--- src/rtl/muldiv_iter_pkg.sv ---
// rtl/muldiv_iter_pkg.sv - shared opcodes, FSM state codes and helpers for muldiv_iter
package muldiv_iter_pkg;

    localparam logic [3:0] ALU_ADD = 4'd0;
    localparam logic [3:0] ALU_MUL = 4'd8;
    localparam logic [3:0] ALU_DIV = 4'd9;

    typedef enum logic [1:0] {
        MD_IDLE = 2'd0,
        MD_CALC = 2'd1,
        MD_FIX  = 2'd2,
        MD_DONE = 2'd3
    } md_state_t;

    function automatic logic is_md_op(input logic [3:0] op);
        return (op == ALU_MUL) || (op == ALU_DIV);
    endfunction

endpackage

--- src/rtl/muldiv_signfix.sv ---
// rtl/muldiv_signfix.sv - conditional two's-complement negate; yields |x| when neg is the sign bit
module muldiv_signfix #(
    parameter int WIDTH = 32
) (
    input  logic [WIDTH-1:0] val,
    input  logic             neg,
    output logic [WIDTH-1:0] res
);

    assign res = neg ? (~val + WIDTH'(1)) : val;

endmodule

--- src/rtl/muldiv_iter.sv ---
// rtl/muldiv_iter.sv - iterative one-bit-per-cycle signed/unsigned multiply and divide unit
module muldiv_iter
    import muldiv_iter_pkg::*;
#(
    parameter int WIDTH = 32
) (
    input  logic             clk,
    input  logic             rst_n,
    input  logic             start,
    input  logic [3:0]       ALUop,
    input  logic             ifunsigned,
    input  logic [WIDTH-1:0] A,
    input  logic [WIDTH-1:0] B,
    input  logic             flush,
    output logic             busy,
    output logic             done,
    output logic [WIDTH-1:0] hi,
    output logic [WIDTH-1:0] lo,
    output logic             div_by_zero,
    output logic             Zero
);

    localparam int CNT_W = $clog2(WIDTH + 1);

    md_state_t        state, state_nxt;
    logic [CNT_W-1:0] cnt;
    logic [WIDTH-1:0] acc_hi, acc_lo;
    logic [WIDTH:0]   opnd;
    logic             op_div, neg_res, neg_rem;

    logic             accept, div_in, b_zero, sgn_a, sgn_b, last_step;
    logic [WIDTH:0]   mag_a, mag_b;

    assign div_in    = (ALUop == ALU_DIV);
    assign b_zero    = (B == '0);
    assign accept    = (state == MD_IDLE) && start && !flush && is_md_op(ALUop);
    assign sgn_a     = !ifunsigned && A[WIDTH-1];
    assign sgn_b     = !ifunsigned && B[WIDTH-1];
    assign last_step = (cnt == CNT_W'(WIDTH - 1));

    // One extra magnitude bit keeps |MIN| representable for signed operands.
    muldiv_signfix #(.WIDTH(WIDTH + 1)) u_abs_a (.val({sgn_a, A}), .neg(sgn_a), .res(mag_a));
    muldiv_signfix #(.WIDTH(WIDTH + 1)) u_abs_b (.val({sgn_b, B}), .neg(sgn_b), .res(mag_b));

    logic [2*WIDTH-1:0] prod_fix;
    logic [WIDTH-1:0]   quot_fix, rem_fix, res_hi, res_lo;

    muldiv_signfix #(.WIDTH(2 * WIDTH)) u_fix_prod (.val({acc_hi, acc_lo}), .neg(neg_res), .res(prod_fix));
    muldiv_signfix #(.WIDTH(WIDTH))     u_fix_quot (.val(acc_lo), .neg(neg_res), .res(quot_fix));
    muldiv_signfix #(.WIDTH(WIDTH))     u_fix_rem  (.val(acc_hi), .neg(neg_rem), .res(rem_fix));

    assign res_hi = op_div ? rem_fix  : prod_fix[2*WIDTH-1:WIDTH];
    assign res_lo = op_div ? quot_fix : prod_fix[WIDTH-1:0];

    // Shift-add multiply step and restoring shift-subtract divide step.
    logic [WIDTH:0]   add_sum, shifted;
    logic [WIDTH-1:0] diff, step_hi, step_lo;
    logic             ge;

    always_comb begin
        add_sum = {1'b0, acc_hi} + (acc_lo[0] ? opnd : '0);
        shifted = {acc_hi, acc_lo[WIDTH-1]};
        ge      = (shifted >= opnd);
        diff    = shifted[WIDTH-1:0] - opnd[WIDTH-1:0];
        if (op_div) begin
            step_hi = ge ? diff : shifted[WIDTH-1:0];
            step_lo = {acc_lo[WIDTH-2:0], ge};
        end else begin
            step_hi = add_sum[WIDTH:1];
            step_lo = {add_sum[0], acc_lo[WIDTH-1:1]};
        end
    end

    always_ff @(posedge clk or negedge rst_n) begin
        if (!rst_n) begin
            state <= MD_IDLE;
        end else begin
            state <= state_nxt;
        end
    end

    always_comb begin
        state_nxt = state;
        if (flush) begin
            state_nxt = MD_IDLE;
        end else begin
            case (state)
                MD_IDLE: if (accept) state_nxt = (div_in && b_zero) ? MD_DONE : MD_CALC;
                MD_CALC: if (last_step) state_nxt = MD_FIX;
                MD_FIX:  state_nxt = MD_DONE;
                MD_DONE: state_nxt = MD_IDLE;
                default: state_nxt = MD_IDLE;
            endcase
        end
    end

    always_comb begin
        busy = (state == MD_CALC) || (state == MD_FIX);
        done = (state == MD_DONE);
    end

    always_ff @(posedge clk or negedge rst_n) begin
        if (!rst_n) begin
            cnt         <= '0;
            acc_hi      <= '0;
            acc_lo      <= '0;
            opnd        <= '0;
            op_div      <= 1'b0;
            neg_res     <= 1'b0;
            neg_rem     <= 1'b0;
            hi          <= '0;
            lo          <= '0;
            div_by_zero <= 1'b0;
            Zero        <= 1'b1;
        end else if (accept) begin
            cnt     <= '0;
            op_div  <= div_in;
            neg_res <= sgn_a ^ sgn_b;
            neg_rem <= sgn_a;
            acc_hi  <= '0;
            opnd    <= div_in ? mag_b : mag_a;
            acc_lo  <= div_in ? mag_a[WIDTH-1:0] : mag_b[WIDTH-1:0];
            if (div_in && b_zero) begin
                hi          <= A;
                lo          <= '1;
                div_by_zero <= 1'b1;
                Zero        <= 1'b0;
            end
        end else if (state == MD_CALC && !flush) begin
            acc_hi <= step_hi;
            acc_lo <= step_lo;
            cnt    <= cnt + CNT_W'(1);
        end else if (state == MD_FIX && !flush) begin
            hi          <= res_hi;
            lo          <= res_lo;
            div_by_zero <= 1'b0;
            Zero        <= (res_lo == '0);
        end
    end

endmodule

--- config.mk ---
export PLATFORM = sky130hd
export DESIGN_NAME = muldiv_iter
export DESIGN_NICKNAME = d
export VERILOG_FILES = /design/src/rtl/muldiv_iter_pkg.sv /design/src/rtl/muldiv_signfix.sv /design/src/rtl/muldiv_iter.sv
export SDC_FILE = /design/constraint.sdc
export NUM_CORES = 1
export LEC_CHECK = 0
export BUFFER_PORTS_ARGS = -buffer_cell sky130_fd_sc_hd__buf_2
export CAP_MARGIN = 5
export CORE_MARGIN = 2
export CORE_UTILIZATION = 50
export CTS_CLUSTER_SIZE = 14
export DETAILED_ROUTE_END_ITERATION = 7
export GPL_TIMING_DRIVEN = 0
export PLACE_DENSITY_LB_ADDON = 0.3
export SKIP_LAST_GASP = 1
export SYNTH_ARGS = -nofsm -noshare
export SYNTH_HDL_FRONTEND = slang
export SYNTH_SLANG_ARGS = --single-unit
--- constraint.sdc ---
create_clock -name clk -period 6.45 [get_ports clk]
set_input_delay 1.29 -clock clk [delete_from_list [all_inputs] [get_ports clk]]
set_output_delay 1.29 -clock clk [all_outputs]
set_load 0.03 [all_outputs]
* After elaboration in Yosys (flattened, before gate mapping) *
Index checks and enable logic that the tools add are counted.

word-level totals
  register bits = 174
  input port bits = 73
  word-level logic and storage cells = 96

operators by class
  add/subtract/negate cells = 8
  magnitude comparators = 1
  equality and inequality tests = 10
  multiplexer cells = 40
  bitwise logic cells = 6
  reduce and logical (&&, ||, !) cells = 19

operators with widths
  kind                                                  count
  2-to-1 mux 32 bit                                     20
  2-to-1 mux 33 bit                                     4
  adder 33 x 1 -> 33 bit (second input constant)        2
  NOT 33 bit                                            2
  adder 32 x 1 -> 32 bit (second input constant)        2
  adder 64 x 1 -> 64 bit (second input constant)        1
  zero test 32 bit                                      2
  2-to-1 mux 64 bit                                     1
  NOT 32 bit                                            2
  NOT 64 bit                                            1
  adder 32 x 33 -> 33 bit                               1
  greater-or-equal comparator 33 bit                    1
  subtractor 32 bit                                     1
  2-to-1 mux 6 bit                                      2
  equality test 4 bit (second input constant)           2
  logical AND 1 bit                                     8
  2-to-1 mux 1 bit                                      8
  2-to-1 mux 2 bit                                      4
  case mux 2 bit (4 select lines)                       1
  adder 6 x 1 -> 6 bit (second input constant)          1
  equality test 6 x 5 -> 1 bit (second input constant)  1
  inequality test 3 bit (second input constant)         2
  equality test 2 bit (second input constant)           2
  nonzero test 2 bit                                    2
  other kinds (9)                                       11

* Depth between registers and ports, before layout *
  depth after elaboration = 8
  depth in mapped cells = 15
  gate-level depth less buffers = 13

* By module *
Synthesis repeated with hierarchy kept, for this count alone.

unflattened totals
  cells, all modules = 2,265
  area, all modules = 18,069.8 sq um

modules (own cells, without submodules)
  module                            times used  cells an instance  area each (sq um)  sequential area each (sq um)
  muldiv_iter                       1           1,647              13,175.1           4,355.4
  muldiv_signfix at u_abs_a ...     2           107                845.8              0.0
  muldiv_signfix at u_fix_prod      1           206                1,649.1            0.0
  muldiv_signfix at u_fix_quot ...  2           99                 777.0              0.0

* Worst setup path after synthesis *
OpenSTA, ideal clock, no wires.

  path kind = input-to-reg
  start point = in B[20]
  end point = reg hi[19]
  data arrival time = 3.681 ns
  data required time = 6.317 ns
  slack = 2.636 ns
  stages = 9
  path buffers = 1
  cell sequence = or3_1 -> or4_4 -> or4_1 -> or2_4 -> nor3_4 -> nor2_1 -> buf_2 -> a22oi_1 -> o21ai_0

on the way
  word-level cells in the longest chain between the ends = 4

RTL lines
  item                                      RTL line            RTL
  from (decl)                               muldiv_iter.sv:13   input logic [WIDTH-1:0] B,
  zero test 32 bit                          muldiv_iter.sv:35   assign b_zero = (B == '0);
  logical AND 1 bit                         muldiv_iter.sv:123  if (div_in && b_zero) begin
  inequality test 2 x 1 -> 1 bit (no line)  --
  AND reduction 3 bit (no line)             --
  to (signal assigned)                      muldiv_iter.sv:134  hi <= res_hi;
  to (decl)                                 muldiv_iter.sv:17   output logic [WIDTH-1:0] hi,

No other way between the ends.
A chain may end at the register's enable or synchronous reset.

* Worst setup path after layout *
  start point = reg acc_lo[31]
  end point = reg acc_hi[15]

on the way
  word-level cells in the longest chain between the ends = 5
  elaborated cells between the ends (all ways) = 6

RTL lines
  item                                                                     RTL line                              RTL
  from (decl)                                                              muldiv_iter.sv:27                     logic [WIDTH-1:0] acc_hi, acc_lo;
  from (signal assigned)                                                   muldiv_iter.sv:122                    acc_lo <= div_in ? mag_a[WIDTH-1:0] : mag_b[WIDTH-1:0];
  from (signal assigned)                                                   muldiv_iter.sv:131                    acc_lo <= step_lo;
  subtractor 32 bit or greater-or-equal comparator 33 bit (tied branches)  muldiv_iter.sv:64, muldiv_iter.sv:63
  2-to-1 mux 32 bit (*)                                                    muldiv_iter.sv:66                     step_hi = ge ? diff : shifted[WIDTH-1:0];
  2-to-1 mux 32 bit (*)                                                    muldiv_iter.sv:65                     if (op_div) begin
  2-to-1 mux 32 bit (*)                                                    muldiv_iter.sv:129                    end else if (state == MD_CALC && !flush) begin
  2-to-1 mux 32 bit (*)                                                    muldiv_iter.sv:115                    end else if (accept) begin
  to (signal assigned)                                                     muldiv_iter.sv:130                    acc_hi <= step_hi;
  to (decl)                                                                muldiv_iter.sv:27

Mark *: on every way between the ends. The rest lies on a longest branch, timed or not. The select of a mux whose other input is x is not followed.

==> impl_metrics.tcl <==
set metrics [dict create \
    status "completed" \
    whs_endpoint "hi[9]" \
    clk_latency_ns 0.45 \
    critPathBufInv 3 \
    grt.total_usage_pct 41.8 \
    cp-end-kind "flip-flop" \
    rsz0062_at_grt "false" \
    wire_per_inst_um 26.5 \
    seq_area_frac_synth_pct 28.6 \
    vias 16896 \
    nFillCells 2863 \
    synth_edf_count 0 \
    path_max_fanout 10 \
    synth_top_cell_by_area "dfrtp_1" \
    yosys_warnings 0 \
    viasPerCell 6.72 \
    fin_area_um2 17000 \
    r2r_cells 13 \
    ctsLongestPathBuffers 2 \
    fin_cells 2516 \
    fin_skew_ns 0.0128 \
    crit_path_start_kind "flip-flop" \
    r2r_end "acc_hi[15]" \
    r2r_slack_ns 1.89 \
    drt-pass1-iter-count 7 \
    crit_chain "clkbuf_1, inv_1, ha_1, nor2b_1, o31a_1, o311ai_0, a211oi_1, nor3b_2, clkbuf_1, nor2_1, a21oi_1, a21oi_1, a21o_1" \
    ys_types 82 \
    place_area_um2 16400 \
    cts_root_buf "clkbuf_16" \
    htreeDepth 4 \
    postCtsSetupBuffers 0 \
    grt_antenna_before_repair 0 \
    irDropWorstVdd_v 0.000338 \
    syn_area_um2 15200 \
    coreArea_um2 29800 \
    grt_remaining_overflow 0 \
    drive_above_1_share_pct 9.88 \
    place_inst 2484 \
    clock_sinks 174 \
    final_common_cell "nand2_1" \
    ctsHoldBuffers 0 \
    relSlewSlack_pct 5.37 \
    cpMaxStageDelayCell "o311ai_0" \
    drc 0 \
    tns_ns 0 \
    drt-initial-drc-count 2365 \
    synth_fp_nets 2103 \
    async_flop_share_pct 100 \
    cp_top_family "compound AO/OA/AOI/OAI gates" \
    n_antenna_cell 0 \
    fp-row-count 63 \
    drt-total-wl_um 66700 \
    crit_required_ns 6.79 \
    ys_ff_latch 174 \
    setup_violations 0 \
    fin_ws_ns 1.89 \
    cts_buffers 17 \
    cp_data_arrival_time_ns 4.90 \
    port_buffers 139 \
    cts_resized 0 \
    r2r_start "acc_lo[31]" \
    max_cap_violations 0 \
    hold_viol_final 0 \
    hold_start "hi[9]" \
    path_class "reg -> reg" \
    slowest_delay_ns 1.12 \
    die_h_um 179 \
    maxSlewViolCount 0 \
    place.gp.congestion 1.01 \
    synth_area_leaders "dfrtp_1, o21ai_0, ha_1, xor2_1, a21oi_1" \
    ant_nets 0 \
    worst_slew_pin_slew_ns 1.41 \
    grt_pass1_vias 15489 \
    fin_nets 2262 \
    holdPathStages 2 \
    grt_max_degree 110 \
    tritoncts "done" \
    ios 141 \
    clk_pin_slew_ns 0.08 \
    p_leak_nw 7.26 \
    synthToLayoutAreaGrowth_pct 11.8 \
    initial_utilization_pct 51.1 \
    post-place-ws_ns 1.93 \
    die_x_um 179 \
    grt_first_pass_wirelength_um 98000 \
    powerDensity_nw_per_um2 602 \
    hpwl_um 53100 \
    syn_avg_cell_area_um2 7.79 \
    synth_flop_cell "dfrtp_1" \
    synth_top_cell_area_share_pct 28.4 \
    clock.fmax_mhz 219 \
    layout_common_cells "nand2_1, o21ai_0, nor2_1" \
    dieArea_um2 31900 \
    min-delay-path-class "reg -> reg" \
    min_period_ns 4.56 \
    synthCells 1954 \
    fin_crit_sh_pct 70.6 \
]
[synthesized netlist by cell type, types with 20 or more instances]
cell      instances
a211oi_1         24
a21o_1           34
a21oi_1         161
a31oi_1          27
and3_1           20
clkbuf_1        121
dfrtp_1         173
ha_1             74
inv_1            60
mux2i_1          41
nand2_1         197
nand3_1          31
nand4_1          21
nor2_1          181
nor3_1           50
o211ai_1         31
o21ai_0         193
o221ai_1         35
o31ai_1          31
or3_1            26
or4_1            20
xnor2_1          75
xor2_1          105
[worst min-delay path: stages (launching register included)]
cell,delay (ns)
dfrtp_1,0.34
nand2_1,0.05
o21ai_1,0.06
[cells by family (layout without fill, tap and decap cells)]
family / Yosys count / in the layout / synth area share (%)
simple gates: 626 / 626 / 19.4
buf+inv: 199 / 371 / 5.11
flops: 174 / 174 / 28.6
fa+ha+maj: 76 / 76 / 6.34
compound gates: 657 / 657 / 27.4
mux: 42 / 42 / 2.77
xor+xnor: 180 / 180 / 10.4
[through the flow]
stage / power [mW] / hold WS [ns] / utilization, %
after floorplan: 6.65 / 0.456 / -
after global placement: 8.83 / 0.458 / 55.1
after detailed placement: 8.91 / 0.465 / 55.2
after CTS: 9.98 / 0.482 / 57.1
after global routing: 10.8 / 0.509 / 57.1
final: 10.2 / 0.486 / 57.1
[flip-flops by register name, indices dropped and copies added (netlist names)]
name,cells
opnd,33
div_by_zero,1
acc_lo,32
lo,32
acc_hi,32
neg_rem,1
op_div,1
cnt,6
neg_res,1
Zero,1
state,2
hi,32
[power breakdown]
group | switching, mW | internal (mW) | total (mW) | leakage, nW
combinational | 4.59 | 2.34 | 6.92 | 4.83
sequential | 0.664 | 1.59 | 2.25 | 2.15
clock | 0.508 | 0.561 | 1.07 | 0.279
total | 5.76 | 4.48 | 10.2 | 7.26
[worst max path at each step]
stage | slack (ns) | to | start | cells past startpoint
after floorplan | 2.64 | hi[19] | B[20] | 9
after global placement | 1.21 | cnt[3] | rst_n | 1
after detailed placement | 1.93 | hi[27] | B[4] | 10
after CTS | 2.12 | acc_hi[31] | acc_lo[0] | 14
after global routing | 1.74 | acc_hi[31] | acc_lo[0] | 14
final | 1.89 | acc_hi[15] | acc_lo[31] | 13
[routing by layer]
| layer | vias to the layer above | wire length, µm | track usage (%) |
|---|---|---|---|
| li1 | 7439 | - | - |
| met1 | 8094 | 27400 | 60.2 |
| met2 | 1204 | 27500 | 60.0 |
| met3 | 159 | 8910 | 9.59 |
| met4 | 0 | 2930 | 16.8 |
| met5 | - | 0 | 0 |
[cell type report]
type	count	area (µm²)	area share (%)
Buffer	138	549	3.23
Clock buffer	19	453	2.66
Clock inverter	13	126	0.742
Inverter	61	229	1.34
Multi-Input combinational cell	1581	10100	59.3
Sequential cell	174	4360	25.6
Tap cell	390	488	2.87
Timing Repair Buffer	140	733	4.31
Note: power is estimated with default switching activity, not from simulation.
